**config.mk**
```make
export PLATFORM = sky130hd
export DESIGN_NAME = ram_arbiter_flat
export DESIGN_NICKNAME = d
export VERILOG_FILES = /design/src/rtl/ram_arbiter_pkg.sv /design/src/rtl/ram_arbiter_if.sv /design/src/rtl/ram_arbiter.sv /design/src/flat_wrapper.sv
export SDC_FILE = /design/constraint.sdc
export NUM_CORES = 1
export LEC_CHECK = 0
export BUFFER_PORTS_ARGS = -buffer_cell sky130_fd_sc_hd__buf_4
export CORE_UTILIZATION = 25
export DETAILED_ROUTE_END_ITERATION = 8
export GPL_TIMING_DRIVEN = 0
export HOLD_SLACK_MARGIN = 0.1
export PLACE_DENSITY = 0.53
export SLEW_MARGIN = 20
export SYNTH_ARGS = -nofsm -noshare
export SYNTH_HDL_FRONTEND = slang
export SYNTH_SLANG_ARGS = --single-unit
```
**constraint.sdc**
```tcl
create_clock -name clock -period 1.9 [get_ports clock]
set_input_delay 0.19 -clock clock [delete_from_list [all_inputs] [get_ports clock]]
set_output_delay 0.19 -clock clock [all_outputs]
set_load 0.005 [all_outputs]
```
**src/rtl/ram_arbiter_pkg.sv**
```systemverilog
// Shared definitions for the video/CPU RAM arbiter: FSM encoding, default
// parameter values and the address-width helper.
package ram_arbiter_pkg;

  localparam int DEF_KB   = 128;
  localparam int DEF_VMAX = 3;

  typedef enum logic [1:0] {
    IDLE    = 2'd0,
    ACCESS  = 2'd1,
    CAPTURE = 2'd2
  } state_t;

  function automatic int addr_width(input int kb);
    return $clog2(kb * 1024);
  endfunction

endpackage

```
**src/rtl/ram_arbiter_if.sv**
```systemverilog
// Bundle of the video port, CPU port and RAM-side signals around the arbiter.
// The slave modport is the arbiter's view; master is the clients plus RAM.
interface ram_arbiter_if
  import ram_arbiter_pkg::*;
#(
  parameter int AW = addr_width(DEF_KB)
);

  logic          vrd;
  logic [AW-1:0] va;
  logic [7:0]    vq;
  logic          vack;

  logic          crd;
  logic          cwr;
  logic [AW-1:0] ca;
  logic [7:0]    cd;
  logic [7:0]    cq;
  logic          cack;
  logic          cwait;

  logic [AW-1:0] a;
  logic [7:0]    d;
  logic          w;
  logic [7:0]    q;

  modport master (
    output vrd, va, crd, cwr, ca, cd, q,
    input  vq, vack, cq, cack, cwait, a, d, w
  );

  modport slave (
    input  vrd, va, crd, cwr, ca, cd, q,
    output vq, vack, cq, cack, cwait, a, d, w
  );

endinterface

```
**src/rtl/ram_arbiter.sv**
```systemverilog
// Arbitrates a video read port and a CPU read/write port onto one synchronous
// RAM. Video wins, but a waiting CPU gets the bus after VMAX video grants.
module ram_arbiter
  import ram_arbiter_pkg::*;
#(
  parameter int KB   = DEF_KB,
  parameter int VMAX = DEF_VMAX
) (
  input logic          clock,
  input logic          reset,
  ram_arbiter_if.slave bus
);

  localparam int AW = addr_width(KB);
  localparam int CW = $clog2(VMAX + 2);

  state_t        state, nstate;
  logic          vpend, cpend;
  logic [AW-1:0] vaddr, caddr;
  logic [7:0]    cdata;
  logic          cwrite;
  logic          owncpu, opwrite;
  logic [CW-1:0] vcnt;

  logic [AW-1:0] areg;
  logic [7:0]    dreg, vqreg, cqreg;
  logic          wreg, vackreg, cackreg;

  logic          vbusy, cbusy, vtake, ctake, vreq, creq, cwins, gntv, gntc;
  logic [AW-1:0] vsela, csela;
  logic [7:0]    cseld;
  logic          cselw;

  // The video slot frees up at the capture edge so back-to-back video reads
  // can stream; the CPU slot stays busy until its ack, matching cwait.
  always_comb begin
    vbusy = vpend || ((state == ACCESS) && !owncpu);
    cbusy = cpend || ((state != IDLE) && owncpu);
    vtake = bus.vrd && !vbusy;
    ctake = (bus.crd || bus.cwr) && !cbusy;
    vreq  = vpend || vtake;
    creq  = cpend || ctake;
    cwins = creq && (!vreq || (cpend && (vcnt == CW'(VMAX))));
    gntv  = (state != ACCESS) && vreq && !cwins;
    gntc  = (state != ACCESS) && cwins;
    vsela = vpend ? vaddr  : bus.va;
    csela = cpend ? caddr  : bus.ca;
    cseld = cpend ? cdata  : bus.cd;
    cselw = cpend ? cwrite : bus.cwr;
  end

  always_comb begin
    nstate = state;
    unique case (state)
      IDLE:    if (gntv || gntc) nstate = ACCESS;
      ACCESS:  nstate = CAPTURE;
      CAPTURE: nstate = (gntv || gntc) ? ACCESS : IDLE;
      default: nstate = IDLE;
    endcase
  end

  always_ff @(posedge clock) begin
    if (reset) begin
      state   <= IDLE;
      vpend   <= 1'b0;
      cpend   <= 1'b0;
      vaddr   <= '0;
      caddr   <= '0;
      cdata   <= '0;
      cwrite  <= 1'b0;
      owncpu  <= 1'b0;
      opwrite <= 1'b0;
      vcnt    <= '0;
      areg    <= '0;
      dreg    <= '0;
      wreg    <= 1'b0;
      vackreg <= 1'b0;
      cackreg <= 1'b0;
      vqreg   <= '0;
      cqreg   <= '0;
    end else begin
      state   <= nstate;
      wreg    <= 1'b0;
      vackreg <= 1'b0;
      cackreg <= 1'b0;

      if (state == CAPTURE) begin
        if (owncpu) begin
          cackreg <= 1'b1;
          if (!opwrite) cqreg <= bus.q;
        end else begin
          vackreg <= 1'b1;
          vqreg   <= bus.q;
        end
      end

      if (vtake) vaddr <= bus.va;
      if (ctake) begin
        caddr  <= bus.ca;
        cdata  <= bus.cd;
        cwrite <= bus.cwr;
      end
      vpend <= vreq && !gntv;
      cpend <= creq && !gntc;

      if (gntv) begin
        areg    <= vsela;
        owncpu  <= 1'b0;
        opwrite <= 1'b0;
      end else if (gntc) begin
        areg    <= csela;
        owncpu  <= 1'b1;
        opwrite <= cselw;
        wreg    <= cselw;
        if (cselw) dreg <= cseld;
      end

      // Fairness counter only runs while the CPU is actually waiting.
      if (gntc || !cpend) vcnt <= '0;
      else if (gntv)      vcnt <= vcnt + 1'b1;
    end
  end

  assign bus.a     = areg;
  assign bus.d     = dreg;
  assign bus.w     = wreg;
  assign bus.vq    = vqreg;
  assign bus.vack  = vackreg;
  assign bus.cq    = cqreg;
  assign bus.cack  = cackreg;
  assign bus.cwait = cbusy;

endmodule

```
**src/flat_wrapper.sv**
```systemverilog
// flat-port wrapper written by rule: the top's interface ports become plain ports
module ram_arbiter_flat import ram_arbiter_pkg::*;
#(
  parameter int KB   = DEF_KB,
  parameter int VMAX = DEF_VMAX
)
  (clock, reset, bus_vrd, bus_va, bus_crd, bus_cwr, bus_ca, bus_cd, bus_q, bus_vq, bus_vack, bus_cq, bus_cack, bus_cwait, bus_a, bus_d, bus_w);
  ram_arbiter_if #(.AW((17))) bus_i ();
  input logic clock;
  input logic reset;
  input wire logic [$bits(bus_i.vrd)-1:0] bus_vrd;
  input wire logic [$bits(bus_i.va)-1:0] bus_va;
  input wire logic [$bits(bus_i.crd)-1:0] bus_crd;
  input wire logic [$bits(bus_i.cwr)-1:0] bus_cwr;
  input wire logic [$bits(bus_i.ca)-1:0] bus_ca;
  input wire logic [$bits(bus_i.cd)-1:0] bus_cd;
  input wire logic [$bits(bus_i.q)-1:0] bus_q;
  output wire logic [$bits(bus_i.vq)-1:0] bus_vq;
  output wire logic [$bits(bus_i.vack)-1:0] bus_vack;
  output wire logic [$bits(bus_i.cq)-1:0] bus_cq;
  output wire logic [$bits(bus_i.cack)-1:0] bus_cack;
  output wire logic [$bits(bus_i.cwait)-1:0] bus_cwait;
  output wire logic [$bits(bus_i.a)-1:0] bus_a;
  output wire logic [$bits(bus_i.d)-1:0] bus_d;
  output wire logic [$bits(bus_i.w)-1:0] bus_w;
  assign bus_i.vrd = bus_vrd;
  assign bus_i.va = bus_va;
  assign bus_i.crd = bus_crd;
  assign bus_i.cwr = bus_cwr;
  assign bus_i.ca = bus_ca;
  assign bus_i.cd = bus_cd;
  assign bus_i.q = bus_q;
  assign bus_vq = bus_i.vq;
  assign bus_vack = bus_i.vack;
  assign bus_cq = bus_i.cq;
  assign bus_cack = bus_i.cack;
  assign bus_cwait = bus_i.cwait;
  assign bus_a = bus_i.a;
  assign bus_d = bus_i.d;
  assign bus_w = bus_i.w;
  ram_arbiter #(.KB(KB), .VMAX(VMAX)) u_core (.clock(clock), .reset(reset), .bus(bus_i));
endmodule
```
==> results.json, run 1 <==
{
  "cp_max_fo": 5,
  "start_util": 0.2573,
  "synthCells": 474,
  "diodes": 0,
  "yosysMostFrequentCell": "dfxtp_1",
  "cts_buffer_depth": 2,
  "insertion_delay_ns": 0.34,
  "synth_top_area_frac": 0.4472,
  "grt_pass1_vias": 3800,
  "wire_per_inst_um": 15.06,
  "cap_violations": 0,
  "rows": 47,
  "synth.distinct_cells": 41,
  "synth-seq-cells": 96,
  "stdcell_count": 841,
  "first_pass_iters": 4,
  "cp_data_required_time_ns": 2.17,
  "hold_slack_ns": 0.1070,
  "period_share": 0.9619,
  "reg2reg_from": "u_core.vcnt[0]$_SDFFE_PP0N_",
  "dp_cells": 793,
  "synth_edf_count": 0,
  "die_h_um": 133.1,
  "antenna_found_initial": 0,
  "dieArea_mm2": 0.01772,
  "syn_area_mm2": 0.004298,
  "grt_max_degree": 15,
  "drtIter0Drc": 134,
  "grt_overflow_total": 0,
  "grt_pass1_wl_um": 19520,
  "path_class": "reg -> reg",
  "num_vias": 3827,
  "hold_path_class": "in -> reg",
  "hold_viol_final": 0,
  "port_buffers": 99,
  "worstMarginPinSlew_ns": 0.7030,
  "crit_start": "u_core.vcnt[0]$_SDFFE_PP0N_",
  "synth_fp_nets": 531,
  "final_layout_size_suffix_gt1_frac": 0.2866,
  "setup_violations": 0,
  "worstHoldStart": "bus_cd[4]",
  "ant_nets": 0,
  "cp.arrival_ns": 2.09,
  "synth_area_leaders": "dfxtp_1 45%, mux2i_1 10%, a21oi_1 6.1%, nand2_1 6.0%, mux2_2 4.5%",
  "die_x_um": 133.1,
  "rr_worst_depth": 7,
  "fp.coreArea_mm2": 0.01670,
  "avgSynthCellArea_um2": 9.067,
  "grt_use_total": 0.1418,
  "status": "complete, no violations",
  "critPathCaptureType": "flip-flop",
  "synthTopCellsByCount": "96 x dfxtp_1, 69 x nand2_1, 52 x a21oi_1",
  "max_slew_margin": 0.5282,
  "dpl.hpwl_um": 9589,
  "root_buffer": "clkbuf_16",
  "syn_to_final_growth_pct": 38.14,
  "async_flop_share": 0,
  "max_freq_ghz": 0.5472,
  "drc_errors": 0,
  "nNetsFinal": 674,
  "layout_min_cycle_time_ns": 1.828,
  "min_delay_path_depth": 3,
  "io_pins": 100,
  "synth_flop_cell": "dfxtp_1",
  "p_leak_nw": 2.359,
  "wl_um": 12660,
  "cts_tree": "done",
  "synth_top_cell_by_area": "dfxtp_1",
  "drv_slew": 0,
  "ir_worst_vdd_mv": 0.4986,
  "rsz0062_at_grt": "true",
  "power_density_mw_per_mm2": 851.4,
  "cts_made_buffers": 9,
  "clk_pin_slew_ns": 0.06,
  "place.gp.congestion": 0.7867,
  "h-tree-depth": 3,
  "cts.sinks": 96,
  "yosysSeqAreaShare": 0.4472,
  "avgViaCountPerCell": 4.551,
  "finClkSkew_ns": 0.009431,
  "yosysWarnings": 0,
  "worstSetupStartpointType": "flip-flop"
}
what timing repair did:
action / 4_1_cts / 5_1_grt
setup endpoints to repair: 17 / 54
hold endpoints to repair: 32 / 0
hold buffers: 29 / 0
gates resized for setup: 5 / 13
setup buffers: 2 / 1
gates cloned: 0 / 1
pin swaps: 1 / 2
state kept, by name, indices dropped and copies added (netlist names), 2 cells and up:
register	flops
u_core.vaddr	17
u_core.state	2
u_core.caddr	17
u_core.cdata	8
u_core.vcnt	3
u_core.bus.d	8
u_core.bus.cq	8
u_core.bus.a	17
u_core.bus.vq	8
placed cells by master, fill, tap and decap left out, types with 2 or more instances in the layout:
cell type,instances
buf_4,106
dfxtp_1,95
nand2_1,68
a21oi_1,52
mux2i_1,43
nor2_1,34
dlygate4sd3_1,29
nand3_1,20
mux2_2,17
o2111ai_1,17
o21ai_0,17
clkbuf_1,16
buf_2,12
inv_1,11
a211oi_1,10
clkbuf_16,9
and2_1,8
a221oi_2,8
clkbuf_2,5
buf_6,4
o21ai_1,3
nor3_1,3
nor2b_1,2
nand2b_1,2
o221a_2,2
nand3b_1,2
or2_2,2
clkinvlp_4,2
where the power goes:
group	internal (mW)	total, mW	switching (mW)	leakage (nW)
Clock	0.880	1.63	0.751	0.119
Sequential	2.18	2.28	0.0959	0.788
Combinational	0.561	1.15	0.587	1.45
stage by stage:
stage / util / setup WS [ns] / area, µm² / setup TNS [ns] / power (mW)
CTS: 0.3534 / 0.06455 / 5902 / 0 / 5.096
detailed placement: 0.3183 / -0.03314 / 5316 / -0.2072 / 3.388
finish: 0.3555 / 0.07237 / 5937 / 0 / 5.055
global placement: 0.3183 / 0.01641 / 5316 / 0 / 3.358
floorplan: - / 0.1975 / 4298 / 0 / 2.956
global route: 0.3555 / -0.01214 / 5937 / -0.03753 / 5.314
layout make-up:
class / instances / area, µm²
clock inverters: 3 / 20.02
flip-flops and latches: 96 / 1923
clock buffers: 12 / 236.5
plain buffers: 38 / 205.2
fillers: 1739 / 10760
inverters: 11 / 41.29
well taps: 220 / 275.3
repair buffers: 132 / 1064
multi-input cells: 329 / 2172
metal layers:
layer	vias up	routed length, µm	global-route usage
met3	13	499	0.02245
met2	77	6063	0.2391
met1	1779	5891	0.1778
met4	0	208	0.06439
met5	-	0	0
li1	1958	-	-
critical path, stage by stage, from the launching register on:
cell and delay [ns]:
dfxtp_1 0.32, ha_1 0.23, ha_4 0.20, and2_4 0.18
nor3_4 0.31, buf_4 0.19, o2111ai_1 0.14, a21oi_1 0.17
kinds of logic (layout without fill, tap and decap cells):
kind of cell	Yosys count	after routing	share of synthesized area
and+or+nand+nor	149	149	0.1584
AOI/OAI and AO/OA	117	117	0.1878
DFF	96	96	0.4472
muxes	60	60	0.1447
buffers and inverters	49	196	0.05415
adders and majority gates	2	2	0.005821
xor gates and xnor gates	1	1	0.002038
final timing paths:
check                                   to  slack (ns)
max reg2reg  u_core.bus.a[11]$_SDFFE_PP0N_        0.07
max          u_core.bus.a[11]$_SDFFE_PP0N_        0.07
min           u_core.cdata[4]$_SDFFE_PP0P_        0.11
min reg2reg   u_core.cdata[1]$_SDFFE_PP0P_        0.45
Power figures use the tool's default switching activity.
==> inputs of run 2 (changes only) <==
--- a/config.mk
+++ b/config.mk
@@ -11,6 +11,7 @@
 export GPL_TIMING_DRIVEN = 0
 export HOLD_SLACK_MARGIN = 0.1
 export PLACE_DENSITY = 0.53
+export REMOVE_ABC_BUFFERS = 1
 export SLEW_MARGIN = 20
 export SYNTH_ARGS = -nofsm -noshare
 export SYNTH_HDL_FRONTEND = slang
==> results.json, run 2 (synthesis results as in run 1) <==
{
  "ant_nets": 0,
  "cp.depth": 4,
  "die_x_um": 133.1,
  "grt_overflow_total": 0,
  "cts.sinks": 96,
  "cap_violations": 0,
  "hold_path_class": "in -> reg",
  "path_buf_inv": 0,
  "hold_viol_final": 0,
  "worstMarginPinSlew_ns": 1.063,
  "ir_worst_vdd_mv": 0.4533,
  "swShare": 0.2773,
  "avgViaCountPerCell": 4.685,
  "clk_pin_slew_ns": 0.07,
  "drv_slew": 0,
  "intPower_mw": 3.887,
  "critical_path.top_delay_family": "flip-flops",
  "wl_um": 12940,
  "cp.arrival_ns": 1.97,
  "min_delay_path_depth": 3,
  "path_cells": "nand2b_4 -> o211a_4 -> mux2i_1 -> nor2_1",
  "dpl.hpwl_um": 7513,
  "multiInputGateArea_mm2": 0.002276,
  "first_pass_iters": 4,
  "worstSetupStartpointType": "flip-flop",
  "post-place-ws_ns": -0.8003,
  "diodes": 0,
  "die_h_um": 133.1,
  "io_pins": 100,
  "final_layout_size_suffix_gt1_frac": 0.3031,
  "place_area_mm2": 0.005177,
  "rr_worst_depth": 4,
  "power_frac_seq": 0.430,
  "drtIter0Drc": 148,
  "finClkSkew_ns": 0.007851,
  "cts_buffer_depth": 2,
  "rows": 47,
  "layout_min_cycle_time_ns": 1.783,
  "grt_pass1_wl_um": 20760,
  "period_share": 0.9385,
  "p_leak_nw": 2.450,
  "critPathCaptureType": "flip-flop",
  "grt_use_total": 0.1505,
  "switching_power_mw": 1.491,
  "power.combinational.fraction": 0.221,
  "cts_tree": "done",
  "h-tree-depth": 3,
  "wire_per_inst_um": 15.46,
  "ff_latch_area_mm2": 0.001933,
  "path_class": "reg -> reg",
  "status": "complete, no violations",
  "syn_to_final_growth_pct": 44.83,
  "grt_max_degree": 95,
  "place.gp.congestion": 0.7214,
  "setup_slack_ns": 0.1169,
  "nNetsFinal": 669,
  "drc_errors": 0,
  "clockPowerShare": 0.349,
  "port_buffers": 99,
  "fillers": 1723,
  "power_density_mw_per_mm2": 863.9,
  "cp_data_required_time_ns": 2.09,
  "grt_pass1_vias": 3954,
  "cts_made_buffers": 9,
  "final_cell_mix": "112 x buf_4, 91 x dfxtp_1, 68 x nand2_1",
  "cp_max_fo": 20,
  "cp_slowest_cell": "dfxtp_2",
  "start_util": 0.2573,
  "dieArea_mm2": 0.01772,
  "slowest_delay_ns": 0.48,
  "max_freq_ghz": 0.5608,
  "root_buffer": "clkbuf_16",
  "fp.coreArea_mm2": 0.01670,
  "insertion_delay_ns": 0.34,
  "fin_area_mm2": 0.006225,
  "max_slew_margin": 0.2913,
  "num_vias": 3921,
  "power_mw": 5.378,
  "antenna_found_initial": 0,
  "final_common_cell": "buf_4",
  "setup_violations": 0
}
## run 2: cell count changes in the layout (fill, tap and decap cells not counted), sizes merged
cell         before  now
buf             123  118
bufinv            0    1
clkbuf           30   12
dlygate4sd3      29   45
nand2b            2    3
nor3              5    6
## run 2: layout make-up
class | count | area share
clock inverters | 4 | 0.008241
multi-input cells | 331 | 0.3656
inverters | 11 | 0.007236
flip-flops and latches | 96 | 0.3106
clock buffers | 12 | 0.04121
repair buffers | 163 | 0.2229
well taps | 220 | 0.04422
## run 2: tightest hold or removal path, delay by kind of cell
kind | cells | cell delay, ns
AO/OA/AOI/OAI | 1 | 0.05
buffers and inverters | 1 | 0.12
AND/OR/NAND/NOR | 1 | 0.05
## run 2: routing by layer
metal / track usage / vias to the layer above / share of wire
met5: 0 / - / 0
li1: - / 1956 / -
met4: 0.04545 / 0 / 0.010
met1: 0.1964 / 1843 / 0.47
met3: 0.03463 / 10 / 0.054
met2: 0.2467 / 112 / 0.47
## run 2: final timing paths
kind | startpoint | endpoint | slack (ns)
worst max-delay path | u_core.state[1]$_SDFFE_PP0P_ | u_core.vaddr[7]$_SDFFE_PP0P_ | 0.12
worst min-delay path | bus_ca[0] | u_core.caddr[0]$_SDFFE_PP0P_ | 0.12
worst max register to register | u_core.state[1]$_SDFFE_PP0P_ | u_core.vaddr[7]$_SDFFE_PP0P_ | 0.12
worst min register to register | u_core.cdata[4]$_SDFFE_PP0P_ | u_core.cdata[4]$_SDFFE_PP0P_ | 0.45
## run 2: power groups by stage
stage          Combinational, mW  Sequential [mW]  Clock [mW]
5_1_grt                     1.31             2.34        2.05
2_1_floorplan              0.548             2.33           0
3_3_place_gp               0.950             2.35           0
6_report                    1.19             2.31        1.88
3_5_place_dp               0.981             2.36           0
4_1_cts                     1.13             2.33        1.96
## run 2: stage by stage
step | util | cells | hold WS, ns | TNS (ns)
6_report | 0.3727 | 837 | 0.1179 | 0
5_1_grt | 0.3727 | 837 | 0.1115 | -0.008946
4_1_cts | 0.3665 | 831 | 0.1005 | 0
3_5_place_dp | 0.3100 | 758 | 0.4411 | -50.80
3_3_place_gp | 0.3069 | 755 | 0.4366 | -97.22
2_1_floorplan | - | 436 | 0.2562 | -21.67
## run 2: timing repair
action                                 in CTS  in global routing
endpoints found under the hold margin      50                  0
buffers inserted                           10                  6
hold buffers                               45                  0
resized for setup                          20                  5
pin swaps                                   3                  3
gates cloned                                2                  0
setup endpoints to repair                  76                 42
==> inputs of run 3 (changes only) <==
--- a/config.mk
+++ b/config.mk
@@ -6,11 +6,13 @@
 export NUM_CORES = 1
 export LEC_CHECK = 0
 export BUFFER_PORTS_ARGS = -buffer_cell sky130_fd_sc_hd__buf_4
+export CELL_PAD_IN_SITES_DETAIL_PLACEMENT = 2
+export CELL_PAD_IN_SITES_GLOBAL_PLACEMENT = 2
 export CORE_UTILIZATION = 25
 export DETAILED_ROUTE_END_ITERATION = 8
 export GPL_TIMING_DRIVEN = 0
 export HOLD_SLACK_MARGIN = 0.1
-export PLACE_DENSITY = 0.53
+export PLACE_DENSITY = 0.74
 export REMOVE_ABC_BUFFERS = 1
 export SLEW_MARGIN = 20
 export SYNTH_ARGS = -nofsm -noshare
==> results.json, run 3 (synthesis results as in run 1) <==
{
  "io_pins": 100,
  "cp.arrival_ns": 2.06,
  "grt_pass1_wl_um": 23990,
  "grt_use_total": 0.1755,
  "num_vias": 4001,
  "fp.coreArea_mm2": 0.01670,
  "layout_min_cycle_time_ns": 1.803,
  "cts.sinks": 96,
  "syn_to_final_growth_pct": 42.62,
  "antenna_found_initial": 0,
  "final_common_cell": "buf_4",
  "die_x_um": 133.1,
  "drtIter0Drc": 94,
  "max_freq_ghz": 0.5546,
  "path_class": "reg -> reg",
  "port_buffers": 99,
  "max_slew_margin": 0.2778,
  "cts_tree": "done",
  "root_buffer": "clkbuf_16",
  "finClkSkew_ns": 0.008272,
  "start_util": 0.2573,
  "drv_slew": 0,
  "period_share": 0.9491,
  "setup_violations": 0,
  "hold_viol_final": 0,
  "grt_overflow_total": 0,
  "wl_um": 14860,
  "diodes": 0,
  "final_cell_mix": "108 x buf_4, 92 x dfxtp_1, 68 x nand2_1",
  "first_pass_iters": 4,
  "place_area_mm2": 0.005249,
  "worstSetupStartpointType": "flip-flop",
  "final_layout_size_suffix_gt1_frac": 0.3063,
  "grt_pass1_vias": 4451,
  "cts_buffer_depth": 2,
  "reg2reg_from": "u_core.vcnt[0]$_SDFFE_PP0N_",
  "crit_start": "u_core.vcnt[0]$_SDFFE_PP0N_",
  "fillers": 1856,
  "avgViaCountPerCell": 4.856,
  "dpl.hpwl_um": 9306,
  "ant_nets": 0,
  "worstMarginPinSlew_ns": 1.083,
  "wire_per_inst_um": 18.04,
  "hold_slack_ns": 0.1075,
  "power_density_mw_per_mm2": 856.3,
  "cap_violations": 0,
  "die_h_um": 133.1,
  "insertion_delay_ns": 0.35,
  "clk_pin_slew_ns": 0.07,
  "critPathCaptureType": "flip-flop",
  "status": "complete, no violations",
  "cp_max_fo": 17,
  "fin_area_mm2": 0.006130,
  "rows": 47,
  "h-tree-depth": 3,
  "dieArea_mm2": 0.01772,
  "p_leak_nw": 2.419,
  "nNetsFinal": 658,
  "drc_errors": 0,
  "finish.utilization": 0.3670,
  "hold_path_class": "in -> reg",
  "cp_data_required_time_ns": 2.16,
  "worstHoldStart": "bus_ca[16]",
  "cts_made_buffers": 9,
  "grt_max_degree": 95,
  "place.gp.congestion": 0.6767,
  "ir_worst_vdd_mv": 0.4147
}
-- run 3: changes by cell type in the layout (fill, tap and decap cells not counted), moves of 2 or more --
cell           delta
dlygate4sd3_1    -12
buf_12            +6
buf_4             -4
clkbuf_8          -2
clkinv_2          +2
-- run 3: layout make-up --
type	count	area, µm²	share of cell area
Multi-Input combinational cell	329	2238	0.3652
Sequential cell	96	1932	0.3152
Timing Repair Buffer	154	1381	0.2254
Tap cell	220	275.3	0.04491
Clock buffer	9	225.2	0.03674
Inverter	11	45.04	0.007348
Clock inverter	5	32.53	0.005307
-- run 3: power breakdown --
group	internal, mW	switching (mW)
logic	0.640	0.622
registers	2.18	0.121
clock network	0.876	0.808
-- run 3: timing repair --
| item | CTS | global route |
|---|---|---|
| hold buffers | 33 | 0 |
| resized for setup | 13 | 7 |
| setup buffers | 12 | 4 |
| endpoints found under the hold margin | 36 | 0 |
| setup endpoints to repair | 73 | 46 |
| pin swaps | 3 | 6 |
-- run 3: worst max-delay path: stages (launching register included) --
cell and delay [ns]:
dfxtp_1 0.33, ha_1 0.21, ha_2 0.23, and2_1 0.21, nor3_4 0.20, buf_12 0.19
o2111ai_1 0.13, a21oi_1 0.21
-- run 3: per-layer routing --
metal  track usage  routed length (µm)  up-vias
li1              -                   -     1931
met1        0.2074                6469     1979
met2        0.3173                7616       78
met3       0.03767                 608       13
met4       0.05114                 170        0
met5             0                   0        -
-- run 3: metrics by stage --
step	TNS [ns]	instances	setup slack (ns)	power [mW]
after floorplan	-21.67	436	-0.4143	2.879
after global placement	-104.28	755	-1.513	3.323
after detailed placement	-30.70	761	-0.6116	3.427
after CTS	0	820	0.01400	5.299
after global routing	-0.01811	824	-0.01394	5.535
final	0	824	0.09677	5.249
-- run 3: path summary, 6_finish.rpt --
path                                                      end  slack, ns  cells after the start
worst max register to register   u_core.bus.a[9]$_SDFFE_PP0N_        0.1                      7
worst max-delay path             u_core.bus.a[9]$_SDFFE_PP0N_        0.1                      7
worst min register to register   u_core.cdata[1]$_SDFFE_PP0P_       0.46                      2
worst min-delay path            u_core.caddr[16]$_SDFFE_PP0P_       0.11                      3
